### src/rtl/seq_check2b.sv
// seq_check2b: locks onto a free-running 2-bit counter observed on din and flags breaks.
// Optional macro SEQ_CHECK_DOWN_EN adds a dir input selecting down-counting checks.
module seq_check2b #(
  parameter int LOCK_LEN = 2,
  parameter int ERRW     = 4
) (
  input  logic            clk,
  input  logic            hr,
  input  logic            en,
  input  logic [1:0]      din,
`ifdef SEQ_CHECK_DOWN_EN
  input  logic            dir,
`endif
  output logic            locked,
  output logic            err,
  output logic [ERRW-1:0] err_cnt,
  output logic [1:0]      last
);

  typedef enum logic [1:0] {
    IDLE   = 2'd0,
    TRACK  = 2'd1,
    LOCKED = 2'd2
  } state_t;

  // good counts transitions already seen, so good == LOCK_LEN-1 means this one locks
  localparam logic [2:0]      LOCK_M1 = 3'(LOCK_LEN - 1);
  localparam logic [ERRW-1:0] CNT_MAX = {ERRW{1'b1}};

  state_t            state_q, state_d;
  logic [2:0]        good_q, good_d;
  logic [1:0]        last_q, last_d;
  logic              locked_q, locked_d;
  logic              err_q, err_d;
  logic [ERRW-1:0]   err_cnt_q, err_cnt_d;
  logic [1:0]        exp_s;

  // expected next sample from the last consumed one
  always_comb begin
`ifdef SEQ_CHECK_DOWN_EN
    if (dir) begin
      exp_s = last_q - 2'd1;
    end else begin
      exp_s = last_q + 2'd1;
    end
`else
    exp_s = last_q + 2'd1;
`endif
  end

  // next-state and output logic
  always_comb begin
    state_d   = state_q;
    good_d    = good_q;
    last_d    = last_q;
    locked_d  = locked_q;
    err_d     = 1'b0;
    err_cnt_d = err_cnt_q;
    if (en) begin
      last_d = din;
      case (state_q)
        IDLE: begin
          good_d   = 3'd0;
          locked_d = 1'b0;
          state_d  = TRACK;
        end
        TRACK: begin
          if (din == exp_s) begin
            good_d = good_q + 3'd1;
            if (good_q == LOCK_M1) begin
              state_d  = LOCKED;
              locked_d = 1'b1;
            end else begin
              state_d  = TRACK;
            end
          end else begin
            good_d = 3'd0;
          end
        end
        LOCKED: begin
          if (din != exp_s) begin
            err_d    = 1'b1;
            locked_d = 1'b0;
            good_d   = 3'd0;
            state_d  = TRACK;
            if (err_cnt_q != CNT_MAX) begin
              err_cnt_d = err_cnt_q + {{(ERRW-1){1'b0}}, 1'b1};
            end else begin
              err_cnt_d = err_cnt_q;
            end
          end else begin
            state_d = LOCKED;
          end
        end
        default: begin
          state_d  = IDLE;
          good_d   = 3'd0;
          locked_d = 1'b0;
        end
      endcase
    end else begin
      state_d = state_q;
    end
  end

  // state and output registers with synchronous reset
  always_ff @(posedge clk) begin
    if (hr) begin
      state_q   <= IDLE;
      good_q    <= 3'd0;
      last_q    <= 2'd0;
      locked_q  <= 1'b0;
      err_q     <= 1'b0;
      err_cnt_q <= {ERRW{1'b0}};
    end else begin
      state_q   <= state_d;
      good_q    <= good_d;
      last_q    <= last_d;
      locked_q  <= locked_d;
      err_q     <= err_d;
      err_cnt_q <= err_cnt_d;
    end
  end

  assign locked  = locked_q;
  assign err     = err_q;
  assign err_cnt = err_cnt_q;
  assign last    = last_q;

endmodule

### config.mk
export PLATFORM = sky130hd
export DESIGN_NAME = seq_check2b
export DESIGN_NICKNAME = d
export VERILOG_FILES = /design/src/rtl/seq_check2b.sv
export SDC_FILE = /design/constraint.sdc
export NUM_CORES = 1
export LEC_CHECK = 0
export CAP_MARGIN = 20
export CORE_MARGIN = 2
export CORE_UTILIZATION = 44
export DETAILED_ROUTE_END_ITERATION = 10
export PLACE_DENSITY = 0.68
export SETUP_SLACK_MARGIN = 0.1
export SYNTH_ARGS = -nofsm -noshare
export SYNTH_HDL_FRONTEND = slang
export SYNTH_SLANG_ARGS = --single-unit
export TNS_END_PERCENT = 100
### constraint.sdc
create_clock -name clk -period 1.5 [get_ports clk]
set_input_delay 0.225 -clock clk [delete_from_list [all_inputs] [get_ports clk]]
set_output_delay 0.225 -clock clk [all_outputs]
set_load 0.01 [all_outputs]
Yosys cells after proc, flatten, opt, wreduce, memory -nomap -nowiden
Cells that the tools add are included.

Flip-flop bits (word level): 13. Input bits: 5. Output and inout bits: 8. Logic and storage cells: 38.

$add $sub $neg: 3. Equality and inequality tests: 9. Mux-type cells: 12. Bitwise logic cells: 2. Reductions and logical operators: 6.

Operators by type and width (number): 4-bit AND reduction (2); 2-bit 2-to-1 mux (3); 3-bit 2-to-1 mux (2); 2-bit != test (second input constant) (3); 2-bit one-hot mux with 3 select lines (1); 3-bit one-hot mux with 2 select lines (1); 4-bit by 1-bit adder with 4-bit output (second input constant) (1); 1-bit 2-to-1 mux (4); 4-bit != test (second input constant) (1); 2-bit AND reduction (2); 3-bit by 1-bit adder with 3-bit output (second input constant) (1); 3-bit by 1-bit equality test with 1-bit output (second input constant) (1); 3-bit OR reduction (1); 2-bit by 1-bit adder with 2-bit output (second input constant) (1); 2-bit by 1-bit equality test with 1-bit output (second input constant) (1); 2-bit equality test (1); 2-bit equality test (second input constant) (1); 2-bit logical NOT (1); 2-bit != test (1); 1-bit inverter (2); 1-bit one-hot mux with 2 select lines (1).

Longest topological paths before layout
Depth in word-level cells: 4. Depth in mapped cells: 5. Mapped depth without buffers: 5.

Worst setup path after synthesis
Ideal clock, no wire load.

Path type: register to register. Start: register last_q[1] (netlist: last[1]). End: register locked_q (netlist: locked). Library setup time: 0.095 ns. Data arrival time: 1.580 ns. Required time: 1.405 ns. Path slack: -0.175 ns. Cell stages (with the launch flop): 5. Buffers on the path: 0. Period minus slack after synthesis: 1.675 ns. Cell sequence: dfxtp_1 xnor2_1 mux2_4 or4_1 o311ai_1.

Word-level cells in the longest chain between the ends: 4. Elaborated cells on any way between the ends: 6. Classes of those cells: add/sub: 1; eq/ne: 4; reduce/logical: 1.

Ends and longest elaborated chain: from (decl) (RTL line 32) `logic [1:0] last_q, last_d;`; from (signal assigned) (RTL line 118) `last_q <= last_d;`; 2-bit by 1-bit adder with 2-bit output (*) (RTL line 47) `exp_s = last_q + 2'd1;`; 2-bit != test or 2-bit equality test (tied branches) (RTL line 81, 68); 2-bit != test (no source line); 4-bit AND reduction (no source line) (*); to (signal assigned) (RTL line 119) `locked_q <= locked_d;`; to (decl) (RTL line 33) `logic locked_q, locked_d;`.

Every way passes the cells marked *; elsewhere a longest branch is shown, timed or not. A chain may end at the register's enable or synchronous reset.

Worst setup path after layout
Start: register last_q[0] (netlist: last[0]). End: register err_cnt_q[2] (netlist: err_cnt[2]).

Word-level cells in the longest chain between the ends: 3.

Ends and longest elaborated chain: 2-bit by 1-bit adder with 2-bit output (RTL line 47); 2-bit != test (RTL line 81) `if (din != exp_s) begin`; 4-bit AND reduction (no source line); to (signal assigned) (RTL line 114) `err_cnt_q <= {ERRW{1'b0}};`; to (signal assigned) (RTL line 121) `err_cnt_q <= err_cnt_d;`; to (decl) (RTL line 35) `logic [ERRW-1:0] err_cnt_q, err_cnt_d;`.

No other way between the ends.

==> out/metrics.json <==
{
  "outcome": "finished, final reports clean",
  "first_global_vias": 676,
  "core-area_um2": 1490,
  "max-slew-margin-rel_pct": 82.9,
  "die_width_um": 43.6,
  "worst_ir_drop_vdd_mv": 0.511,
  "clock_pin_slew_on_the_worst_setup_and_hold_paths_ns": 0.08,
  "synth_top_cells_by_area": "dfxtp_1 38%, mux2i_1 5.8%, ha_1 5.4%",
  "num_rows": 14,
  "final_nets": 115,
  "insertedDiodeCount": 0,
  "drt-vias-per-instance": 5.72,
  "first_iter_violations": 8,
  "critical_path.cell_chain": "or2b_1 -> mux2_4 -> buf_6 -> and4b_1 -> a211oi_2",
  "slew_violations": 0,
  "grt_overflow_total": 0,
  "ctsHtreeMaxLevel": 1,
  "postSynthNetCount": 83,
  "cp.arrival_ns": 1.68,
  "final_cell_count_no_fill": 122,
  "post_synth.cell_area_avg_um2": 9.21,
  "synth.yosys.warnings": 0,
  "cp_slowest_cell": "dfxtp_2",
  "place.gp.congestion": 0.770,
  "post_route_cells_drive_above_1_share_pct": 38.7,
  "die_h_um": 43.6,
  "crit_buf_inv": 1,
  "global_route_wire_length_before_repair_um": 2880,
  "switching_share_pct": 26.3,
  "comb_power_share_pct": 19.3,
  "critical_path.max_stage_delay_ns": 0.34,
  "cap_violations": 0,
  "io_buffers": 12,
  "vias": 698,
  "crit_path_max_fanout": 6,
  "initial_utilization_pct": 46.4,
  "skew_ns": 0.00108,
  "netlist_area_um2": 691,
  "timing_worst_setup_path_type": "register to register",
  "tightest_slew_ns": 0.256,
  "clockRootBuffer": "clkbuf_4",
  "residual_drc_count": 0,
  "synth_top_area_share_pct": 37.7,
  "finalHoldViolations": 0,
  "p_seq_share_pct": 49.6,
  "cts_hold_buf": 0,
  "final.fill_count": 125,
  "fin_worst_hold_slack_ns": 0.359,
  "yosysTopAreaCell": "dfxtp_1",
  "pre_cts_ws_ns": -0.453,
  "fp.dieArea_um2": 1900,
  "timing.final.ws_setup_ns": 0.0117,
  "worstPathRequired_ns": 1.69,
  "synth.ff_latch_count": 13,
  "p_total_uw": 723,
  "hold_path_class": "input pin to register",
  "grt_start_max_net_pins": 13,
  "timing.final.setup_violations": 0,
  "initial_antenna_violation_count": 0,
  "clock_power_share_pct": 31.1,
  "timing.final.crit_period_ns": 1.49,
  "drt-pass1-iter-count": 3,
  "p_switching_uw": 190,
  "dpl.hpwl_um": 1160,
  "synth_cells": 75,
  "finalCritPeriodShare_pct": 99.2,
  "cts_buffer_depth": 2,
  "route.final.wire_length_um": 1760,
  "synth_ff_type": "dfxtp_1",
  "powerDensity_nw_per_um2": 679,
  "wl_per_cell_um": 14.5,
  "postRouteAntennaNets": 0,
  "dp_cells": 116,
  "cts_inserted_buffers": 3,
  "static-leakage-power_nw": 0.469,
  "asyncSetResetFlopFracSynth_pct": 0,
  "endpoint_kind": "register",
  "io_pins": 13,
  "synth.yosys.seq_area_share_pct": 37.7,
  "synth-edff-count": 0,
  "yosys.cell_types.count": 34,
  "path_delay_family": "simple AND/OR/NAND/NOR gates",
  "clock-sinks": 13,
  "grt_setup_unrepaired": "yes",
  "area_growth_pct": 54.2,
  "worst_skew_pair.late_latency_ns": 0.28,
  "cts_tree": "yes",
  "post-synth-top-count-cell": "dfxtp_1",
  "achievable-frequency_mhz": 672,
  "track_usage_pct": 21.0,
  "synth.cells.most_frequent": "13 x dfxtp_1, 5 x inv_1, 5 x nor2_1",
  "internal_power_uw": 533,
  "cp_launch_type": "register"
}
metrics by stage:
| stage | instance area, µm² | util [%] | setup TNS, ns |
|---|---|---|---|
| 2_1_floorplan | 704 | - | -0.157 |
| 3_3_place_gp | 950 | 63.8 | -3.42 |
| 3_5_place_dp | 950 | 63.8 | -3.65 |
| 4_1_cts | 1020 | 68.6 | 0 |
| 5_1_grt | 1060 | 71.5 | -0.121 |
| 6_report | 1060 | 71.5 | 0 |
layer usage:
layer / track usage, % / vias up / routed length, µm
met5: 0 / - / 0
met4: 12.7 / 0 / 18
met3: 3.75 / 2 / 50
met2: 35.3 / 9 / 943
met1: 24.5 / 344 / 752
li1: - / 343 / -
cells by family after synthesis:
logic type / share of synthesized area (%)
adder cells (fa/ha/maj): 5.44
flip-flops: 37.7
buffers and inverters: 3.81
AO/OA/AOI/OAI: 16.7
multiplexers: 9.60
XOR/XNOR: 1.27
AND/OR/NAND/NOR: 25.5
final cells by class:
type | instances | area, µm² | share of cell area, %
Clock buffer | 4 | 26.3 | 2.47
Inverter | 5 | 18.8 | 1.76
Multi-Input combinational cell | 55 | 483 | 45.4
Sequential cell | 13 | 268 | 25.1
Tap cell | 16 | 20.0 | 1.88
Timing Repair Buffer | 29 | 249 | 23.4
sequential cells by signal, indices dropped and copies added (netlist names):
signal,cells
state_q,2
err,1
last,2
good_q,3
err_cnt,4
locked,1
tightest hold or removal path: stages:
cell,delay (ns)
dlygate4sd2_1,0.23
mux2i_1,0.07
nor2_1,0.08
timing repair:
item                                    CTS  global route
pin swaps                                 5             8
cloned                                    0             0
gates resized for setup                  20             7
endpoints found under the hold margin     0             0
buffers inserted                          3             0
endpoints found under the setup margin   16            11
cells in the final DEF (no fill, tap or decap), drive strengths merged, types with 2 or more instances in the layout:
master and count:
a211oi 2, a21oi 2, a31oi 2, a32o 2
and3 3, buf 17, clkbuf 4, clkdlybuf4s50 4
dfxtp 13, dlygate4sd2 8, ha 3, inv 5
mux2 2, mux2i 4, nand2 4, nand2b 2
nand3 2, nor2 5, nor3 3, o21a 2
o21ai 3, o311ai 2
path summary, 6_finish.rpt:
check        cells after the start  slack [ns]          to       from
max                              5        0.01  err_cnt[2]    last[0]
max reg2reg                      5        0.01  err_cnt[2]    last[0]
min                              3        0.36     last[0]     din[0]
min reg2reg                      2        0.50   good_q[2]  good_q[2]
power groups by stage:
stage | sequential [mW] | combinational, mW | clock (mW)
final | 0.359 | 0.139 | 0.225
after global routing | 0.360 | 0.150 | 0.243
after CTS | 0.359 | 0.134 | 0.233
after detailed placement | 0.367 | 0.118 | 0
after global placement | 0.366 | 0.116 | 0
after floorplan | 0.367 | 0.0502 | 0
Power figures use the tool's default switching activity.
